### config.mk
export PLATFORM = sky130hd
export DESIGN_NAME = pc_ctrl
export DESIGN_NICKNAME = d
export VERILOG_FILES = /design/src/rtl/pc_ctrl_pkg.sv /design/src/rtl/pc_ras.sv /design/src/rtl/pc_ctrl.sv
export SDC_FILE = /design/constraint.sdc
export NUM_CORES = 1
export LEC_CHECK = 0
export BUFFER_PORTS_ARGS = -buffer_cell sky130_fd_sc_hd__buf_2
export CORE_MARGIN = 10
export CORE_UTILIZATION = 50
export DETAILED_ROUTE_END_ITERATION = 8
export PLACE_DENSITY_LB_ADDON = 0.08
export SYNTH_ARGS = -nofsm -noshare
export SYNTH_HDL_FRONTEND = slang
export SYNTH_SLANG_ARGS = --single-unit
### constraint.sdc
create_clock -name clk -period 8 [get_ports clk]
set_clock_uncertainty 0.2 [all_clocks]
set_input_delay 0.4 -clock clk [delete_from_list [all_inputs] [get_ports clk]]
set_output_delay 0.4 -clock clk [all_outputs]
set_load 0.03 [all_outputs]
### src/rtl/pc_ctrl_pkg.sv
// pc_ctrl_pkg: shared types and PC command encodings for the next-PC sequencer
package pc_ctrl_pkg;
  typedef enum logic [1:0] {BR_REL, BR_ABS, BR_CALL, BR_RET} br_type_e;
  typedef enum logic [1:0] {S_IDLE, S_RUN, S_REDIRECT, S_HALT} state_e;
  typedef enum logic [3:0] {A_HOLD, A_START, A_INC, A_REL, A_JMP, A_CALL, A_RET, A_HALT, A_ERR} act_e;
  typedef struct packed {logic jmp; logic abs;} pc_cmd_t;
  localparam pc_cmd_t CMD_HOLD = '{jmp: 1'b1, abs: 1'b0};
  localparam pc_cmd_t CMD_INC  = '{jmp: 1'b0, abs: 1'b0};
  localparam pc_cmd_t CMD_REL  = '{jmp: 1'b1, abs: 1'b0};
  localparam pc_cmd_t CMD_ABS  = '{jmp: 1'b1, abs: 1'b1};
  function automatic pc_cmd_t act_cmd(input act_e a);
    return (a == A_INC) ? CMD_INC :
           (a == A_REL) ? CMD_REL :
           (a inside {A_JMP, A_CALL, A_RET}) ? CMD_ABS : CMD_HOLD;
  endfunction
endpackage

### src/rtl/pc_ras.sv
// pc_ras: return-address stack, sp counts valid entries, top entry at sp-1
module pc_ras #(
  parameter int D = 10,
  parameter int RAS_DEPTH = 4
) (
  input  logic         clk,
  input  logic         reset,
  input  logic         push,
  input  logic         pop,
  input  logic [D-1:0] wdata,
  output logic [D-1:0] rdata,
  output logic         full,
  output logic         empty
);
  localparam int AW = $clog2(RAS_DEPTH);
  logic [D-1:0] mem [RAS_DEPTH];
  logic [AW:0] sp;
  logic [AW-1:0] top;
  assign top = sp[AW-1:0] - AW'(1);
  assign full = sp == (AW+1)'(RAS_DEPTH);
  assign empty = sp == '0;
  assign rdata = mem[top];
  // storage needs no reset; entries above sp are never read
  always_ff @(posedge clk)
    if (push && !full) mem[sp[AW-1:0]] <= wdata;
  // stack pointer moves only on a push or pop that can succeed
  always_ff @(posedge clk or negedge reset)
    if (!reset) sp <= '0;
    else if (push && !full) sp <= sp + (AW+1)'(1);
    else if (pop && !empty) sp <= sp - (AW+1)'(1);
endmodule

### src/rtl/pc_ctrl.sv
// pc_ctrl: next-PC sequencer driving jump controls, flush, halt and a return-address stack
module pc_ctrl
  import pc_ctrl_pkg::*;
#(
  parameter int D = 10,
  parameter int RAS_DEPTH = 4
) (
  input  logic         clk,
  input  logic         reset,
  input  logic         start,
  input  logic         stall,
  input  logic         halt_req,
  input  logic         br_valid,
  input  logic [1:0]   br_type,
  input  logic         br_cond,
  input  logic [D-1:0] br_target,
  input  logic [D-1:0] prog_ctr,
  output logic         jmp_en,
  output logic         absjump_en,
  output logic [D-1:0] target,
  output logic         flush,
  output logic         done,
  output logic         ras_err
);
  state_e state, nxt;
  act_e act;
  pc_cmd_t cmd;
  br_type_e bt;
  logic push, pop, full, empty;
  logic [D-1:0] rdata;
  assign bt = br_type_e'(br_type);
  // decide this cycle's action; stall beats halt, halt beats any branch
  always_comb begin
    act = A_HOLD;
    unique case (state)
      S_IDLE, S_HALT: act = start ? A_START : A_HOLD;
      S_REDIRECT:     act = stall ? A_HOLD : A_INC;
      S_RUN:
        if (stall) act = A_HOLD;
        else if (halt_req) act = A_HALT;
        else if (!br_valid) act = A_INC;
        else
          unique case (bt)
            BR_REL:  act = br_cond ? A_REL : A_INC;
            BR_ABS:  act = A_JMP;
            BR_CALL: act = full ? A_ERR : A_CALL;
            BR_RET:  act = empty ? A_ERR : A_RET;
            default: act = A_HOLD;
          endcase
      default: act = A_HOLD;
    endcase
  end
  // next state follows directly from the chosen action
  always_comb begin
    nxt = state;
    unique case (act)
      A_START, A_INC:               nxt = S_RUN;
      A_REL, A_JMP, A_CALL, A_RET:  nxt = S_REDIRECT;
      A_HALT, A_ERR:                nxt = S_HALT;
      default:                      nxt = state;
    endcase
  end
  // PC command and target; RET jumps to the stacked return address
  always_comb begin
    cmd = act_cmd(act);
    target = (act == A_RET) ? rdata : (act inside {A_REL, A_JMP, A_CALL}) ? br_target : '0;
  end
  assign jmp_en = cmd.jmp;
  assign absjump_en = cmd.abs;
  assign push = act == A_CALL;
  assign pop = act == A_RET;
  // state register
  always_ff @(posedge clk or negedge reset)
    if (!reset) state <= S_IDLE;
    else state <= nxt;
  // registered status flags; ras_err is sticky until reset
  always_ff @(posedge clk or negedge reset)
    if (!reset) begin
      flush <= 1'b0;
      done <= 1'b0;
      ras_err <= 1'b0;
    end else begin
      flush <= nxt == S_REDIRECT;
      done <= nxt == S_HALT;
      ras_err <= ras_err | (act == A_ERR);
    end
  pc_ras #(.D(D), .RAS_DEPTH(RAS_DEPTH)) u_ras (
    .clk(clk),
    .reset(reset),
    .push(push),
    .pop(pop),
    .wdata(prog_ctr + D'(1)),
    .rdata(rdata),
    .full(full),
    .empty(empty)
  );
endmodule

## Word level (Yosys, flattened, before mapping)

Memories as Yosys holds them, arrays and structs flattened.
Index checks and enable logic that the tools add are counted.
W data, S select, Z words.

- $add $sub $neg: 4
- Shift-type cells: 0
- Reductions and logical operators: 14
- Bitwise logic cells: 1
- Order comparisons: 0
- $mul: 0
- Equality and inequality tests: 17
- Div/mod/pow operators: 0
- Multiplexer cells: 20

Operators by type and width:

| operator | number |
|---|---|
| $mux W10 | 2 |
| $mux W4 | 5 |
| $eq A4 B3 Y1 const B | 4 |
| $pmux W4 S4 | 1 |
| $eq A2 B2 Y1 const B | 6 |
| $pmux W4 S3 | 1 |
| $add A10 B1 Y10 const B | 1 |
| $eq A4 B2 Y1 const B | 2 |
| $mux W1 | 6 |
| $mux W3 | 2 |
| $pmux W2 S3 | 1 |
| $reduce_bool A3 Y1 | 2 |
| $reduce_or A2 Y1 | 3 |
| $eq A2 B1 Y1 const B | 2 |
| $eq A4 B1 Y1 const B | 1 |
| $eq A4 B4 Y1 const B | 1 |
| $logic_not A2 Y1 | 2 |
| $mux W2 | 2 |
| $reduce_or A4 Y1 | 1 |
| $add A3 B1 Y3 const B | 1 |
| $eq A3 B3 Y1 const B | 1 |
| $logic_not A3 Y1 | 1 |
| $sub A3 B1 Y3 const B | 1 |
| $logic_and A1 B1 Y1 | 2 |
| other kinds (4) | 5 |

- Bits in latches: 0
- Input port bits: 29
- Word-level logic and storage cells: 62
- Bits in writable memories: 40
- Register bits: 8
- Output and inout bits: 15
- Memories kept: 1
- Bits in read-only memories: 0

Memory list:

| name | depth | width | read ports | clocked after Yosys merged registers in | wr ports | RTL line | text |
|---|---|---|---|---|---|---|---|
| u_ras.mem | 4 | 10 | 1 | 0 | 1 | pc_ras.sv:16 | `logic [D-1:0] mem [RAS_DEPTH];` |

## Depth between registers and ports, before layout

- Depth in word-level cells: 12
- Gate-level depth with buffers: 11
- Gate-level depth less buffers: 10

## By module

From an unflattened synthesis, not the netlist that was laid out.

- Cells, all modules: 175
- Area total of the unflattened synthesis: 2,514.9 µm²

By module, submodules not included:

| module | seq. area each (µm²) | times used | area an instance (µm²) | cells an instance |
|---|---|---|---|---|
| pc_ras | 1,276.2 | 1 | 1,745.4 | 82 |
| pc_ctrl | 125.1 | 1 | 769.5 | 93 |

## Least setup slack after synthesis

No wires, ideal clock.

- Path kind: register to output
- Start: register u_ras.sp[0]
- End: output target[0]
- Stages on the path, launching flop included: 9
- Buffers on the path: 2
- Data required time: 7.400 ns
- Path slack: 4.658 ns
- Arrival time: 2.742 ns
- Cell sequence: dfrtp_1 > buf_2 > inv_1 > ha_1 > nor2b_1 > o2111ai_2 > or4b_1 > buf_2 > o2bb2ai_1

- Elaborated cells between the ends (all ways): 18
- Classes of those cells: add/sub: 1; eq/ne: 5; mux: 9; reduce/logical: 2; memory: 1

RTL lines:

| what | RTL line | text |
|---|---|---|
| start, declared | pc_ras.sv:17 | `logic [AW:0] sp;` |
| start signal, assigned | pc_ras.sv:29 | `else if (push && !full) sp <= sp + (AW+1)'(1);` |
| start signal, assigned | pc_ras.sv:30 | `else if (pop && !empty) sp <= sp - (AW+1)'(1);` |
| $sub A2 B1 Y2 | pc_ras.sv:19 | `assign top = sp[AW-1:0] - AW'(1);` |
| named net u_ras.top[0] | pc_ras.sv:18 | `logic [AW-1:0] top;` |
| $mem_v2 Z4 W10 | -- |  |
| $mux W10 | pc_ctrl.sv:66 | `target = (act == A_RET) ? rdata : (act inside {A_REL, A_JMP, A_CALL}) ? br_target : '0;` |
| end, declared | pc_ctrl.sv:20 | `output logic [D-1:0] target,` |

The timed path passes the listed nets, and every way through them passes these cells.

## Worst setup path in the final report

- Start: register u_ras.sp[0]
- End: output target[5]

The elaborated chain is that of the path after synthesis.

==> out/metrics.cfg <==
[worst_hold_path]
min_to = u_ras.mem[3][0]
hold_depth = 2
hp-class = in2reg
hold_start = prog_ctr[0]

[timing]
fin_crit_sh = 0.506
hold_violations = 0
period_minus_slack_ns = 4.05
fmax_ghz = 0.247
worst_pin_slew_ns = 0.950
drv_slew = 0
fin_setup_tns_ns = 0
rsz0062_at_grt = no
maxSlewHeadroom = 0.364
setup-violations-final = 0

[floorplanning]
rows = 25
coreArea_um2 = 4790
die-area_um2 = 8200
initial_core_util = 0.520
die_h_um = 90.6
num_io_pins = 44
die_w_um = 90.6

[yosys]
synthFlopType = edfxtp_1
synth_cells = 192
synth_common_cells = 40 x edfxtp_1, 21 x inv_1, 13 x nand2_1, 11 x nor2_1
synth_area_leaders = edfxtp_1 48%, mux4_2 9.0%, dfrtp_1 8.0%
seq_area_frac_synth = 0.563
syn-num-nets = 229
synth_area_um2 = 2490
synthDistinctLibCells = 42
netlist.area_leader.share = 0.483
synth.avg_cell_area_um2 = 13.0
synth_edf_count = 40
yosys_warnings = 0
yosysMostFrequentCell = edfxtp_1
yosys_register_bits = 48
synth-async-reset-ratio = 0.167
yosysTopAreaCell = edfxtp_1

[global_routing]
grt_overflow = 0
grt_max_degree = 16
grt_pass1_wl_um = 9230
antenna_found_initial = 0
grtUsageTotal = 0.140
grt_pass1_vias = 1848

[worst_setup_path]
start_kind = register
rr_worst_depth = 7
crit_arrival_ns = 3.45
worstPathRequired_ns = 7.40
crit_chain = inv_1 > ha_1 > nor2b_1 > o2111ai_2 > or4b_1 > o2bb2ai_1 > buf_2
r2r-end = u_ras.mem[0][1]
path_buf_inv = 2
startpoint = u_ras.sp[0]
r2r-start = u_ras.sp[0]
r2r_setup_slack_ns = 4.23
crit_type = reg2out
cpPeakStageDelay_ns = 0.90
slowest_stage = dfrtp_1
path_max_fanout = 15
path_delay_family = simple AND/OR/NAND/NOR gates
endpoint_kind = primary output

[cells_and_area]
fillers = 394
multi_input_area_um2 = 990
utilization = 0.599
fin_nets = 276
n_antenna_cell = 0
syn2layout_area_growth_pct = 15.1
layout-drive-gt1-share = 0.258
register_area_um2 = 1400

[cts]
cts_resized = 0
path_clk_slew_ns = 0.09
holdBufCountCts = 1
cts.sinks = 48
clock_latency_ns = 0.30
cts-htree-levels = 2
cts_buffer_depth = 2
postCtsSetupRepairBufs = 0
cts_root_buf = clkbuf_8
numCtsBuffers = 5
cts_tree = built

[placement]
gp_congestion = 0.849
detailed_place_hpwl_um = 4260
numPortBuffers = 43

[routing]
drt_iter0_drc = 82
viasPerCell = 5.50
vias = 1689
antenna_left = 0
finalWirelength_um = 5530
drtPass1Iterations = 4
wl_per_cell_um = 18.0
drc = 0

[status]
status = completed

[power_and_ir_drop]
irDropWorstVdd_mv = 0.142
leakage_nw = 1.16
power_per_cell_area_nw_per_um2 = 277

[run]
cap_violations = 0

==> where the power goes <==
group	leakage, nW	switching [mW]	total [mW]	internal [mW]
registers	0.459	0.0351	0.327	0.292
clock network	0.0460	0.0809	0.142	0.0611
logic	0.653	0.178	0.325	0.147
total	1.16	0.294	0.794	0.500
==> stage by stage <==
stage	setup WS [ns]	hold slack, ns	std cells	instance area, um^2	total power [mW]
6_report	3.95	0.249	307	2870	0.794
5_1_grt	3.59	0.267	307	2870	0.855
4_1_cts	3.89	0.241	307	2870	0.801
3_5_place_dp	4.19	0.0733	298	2770	0.660
3_3_place_gp	4.30	0.0681	298	2770	0.648
2_1_floorplan	4.66	-0.0956	192	2490	0.578
==> how the worst max path moves through the flow <==
stage | depth (start not counted) | endpoint
floorplan | 8 | target[0]
global placement | 7 | target[5]
detailed placement | 7 | u_ras.mem[0][2]
CTS | 7 | target[5]
global route | 7 | target[2]
finish | 7 | target[5]
==> cells by family after synthesis <==
logic type,Yosys count,synth area share
simple gates,51,0.108
flops,48,0.563
compound gates,39,0.115
buf+inv,25,0.0392
mux,11,0.0965
xor+xnor,10,0.0352
fa+ha+maj,8,0.0432
==> sequential cells by signal (all words and copies together) (netlist names) <==
name / count
done: 1
flush: 1
ras_err: 1
state: 2
u_ras.mem: 40
u_ras.sp: 3
==> layout by cell type (no fill, tap or decap), types with 2 or more instances in the layout <==
cell type / count
edfxtp_1: 40
o2bb2ai_1: 10
buf_2: 43
nand3_1: 8
a21oi_1: 5
inv_1: 21
and3b_1: 2
nor2b_1: 2
and2_1: 3
a2bb2oi_1: 2
a21o_1: 2
nand2b_1: 3
xnor2_1: 8
ha_1: 7
dfrtp_1: 8
or3_1: 2
nand2_1: 13
nor4b_1: 2
nor2_1: 11
o21a_1: 2
xor2_1: 2
mux4_2: 10
a31oi_1: 2
clkbuf_8: 5
o21ai_0: 6
==> layout make-up <==
type,count,share of cell area
Sequential cell,48,0.489
Tap cell,67,0.0293
Clock inverter,3,0.00611
Clock buffer,5,0.0240
Timing Repair Buffer,44,0.0786
Inverter,21,0.0275
Multi-Input combinational cell,119,0.345
==> per-layer routing <==
metal | vias to the layer above | wire [um] | track usage
li1 | 813 | - | -
met1 | 824 | 2280 | 0.152
met2 | 41 | 2890 | 0.254
met3 | 11 | 250 | 0.0391
met4 | 0 | 112 | 0.0477
met5 | - | 0 | 0
Note: power is estimated with default switching activity, not from simulation.
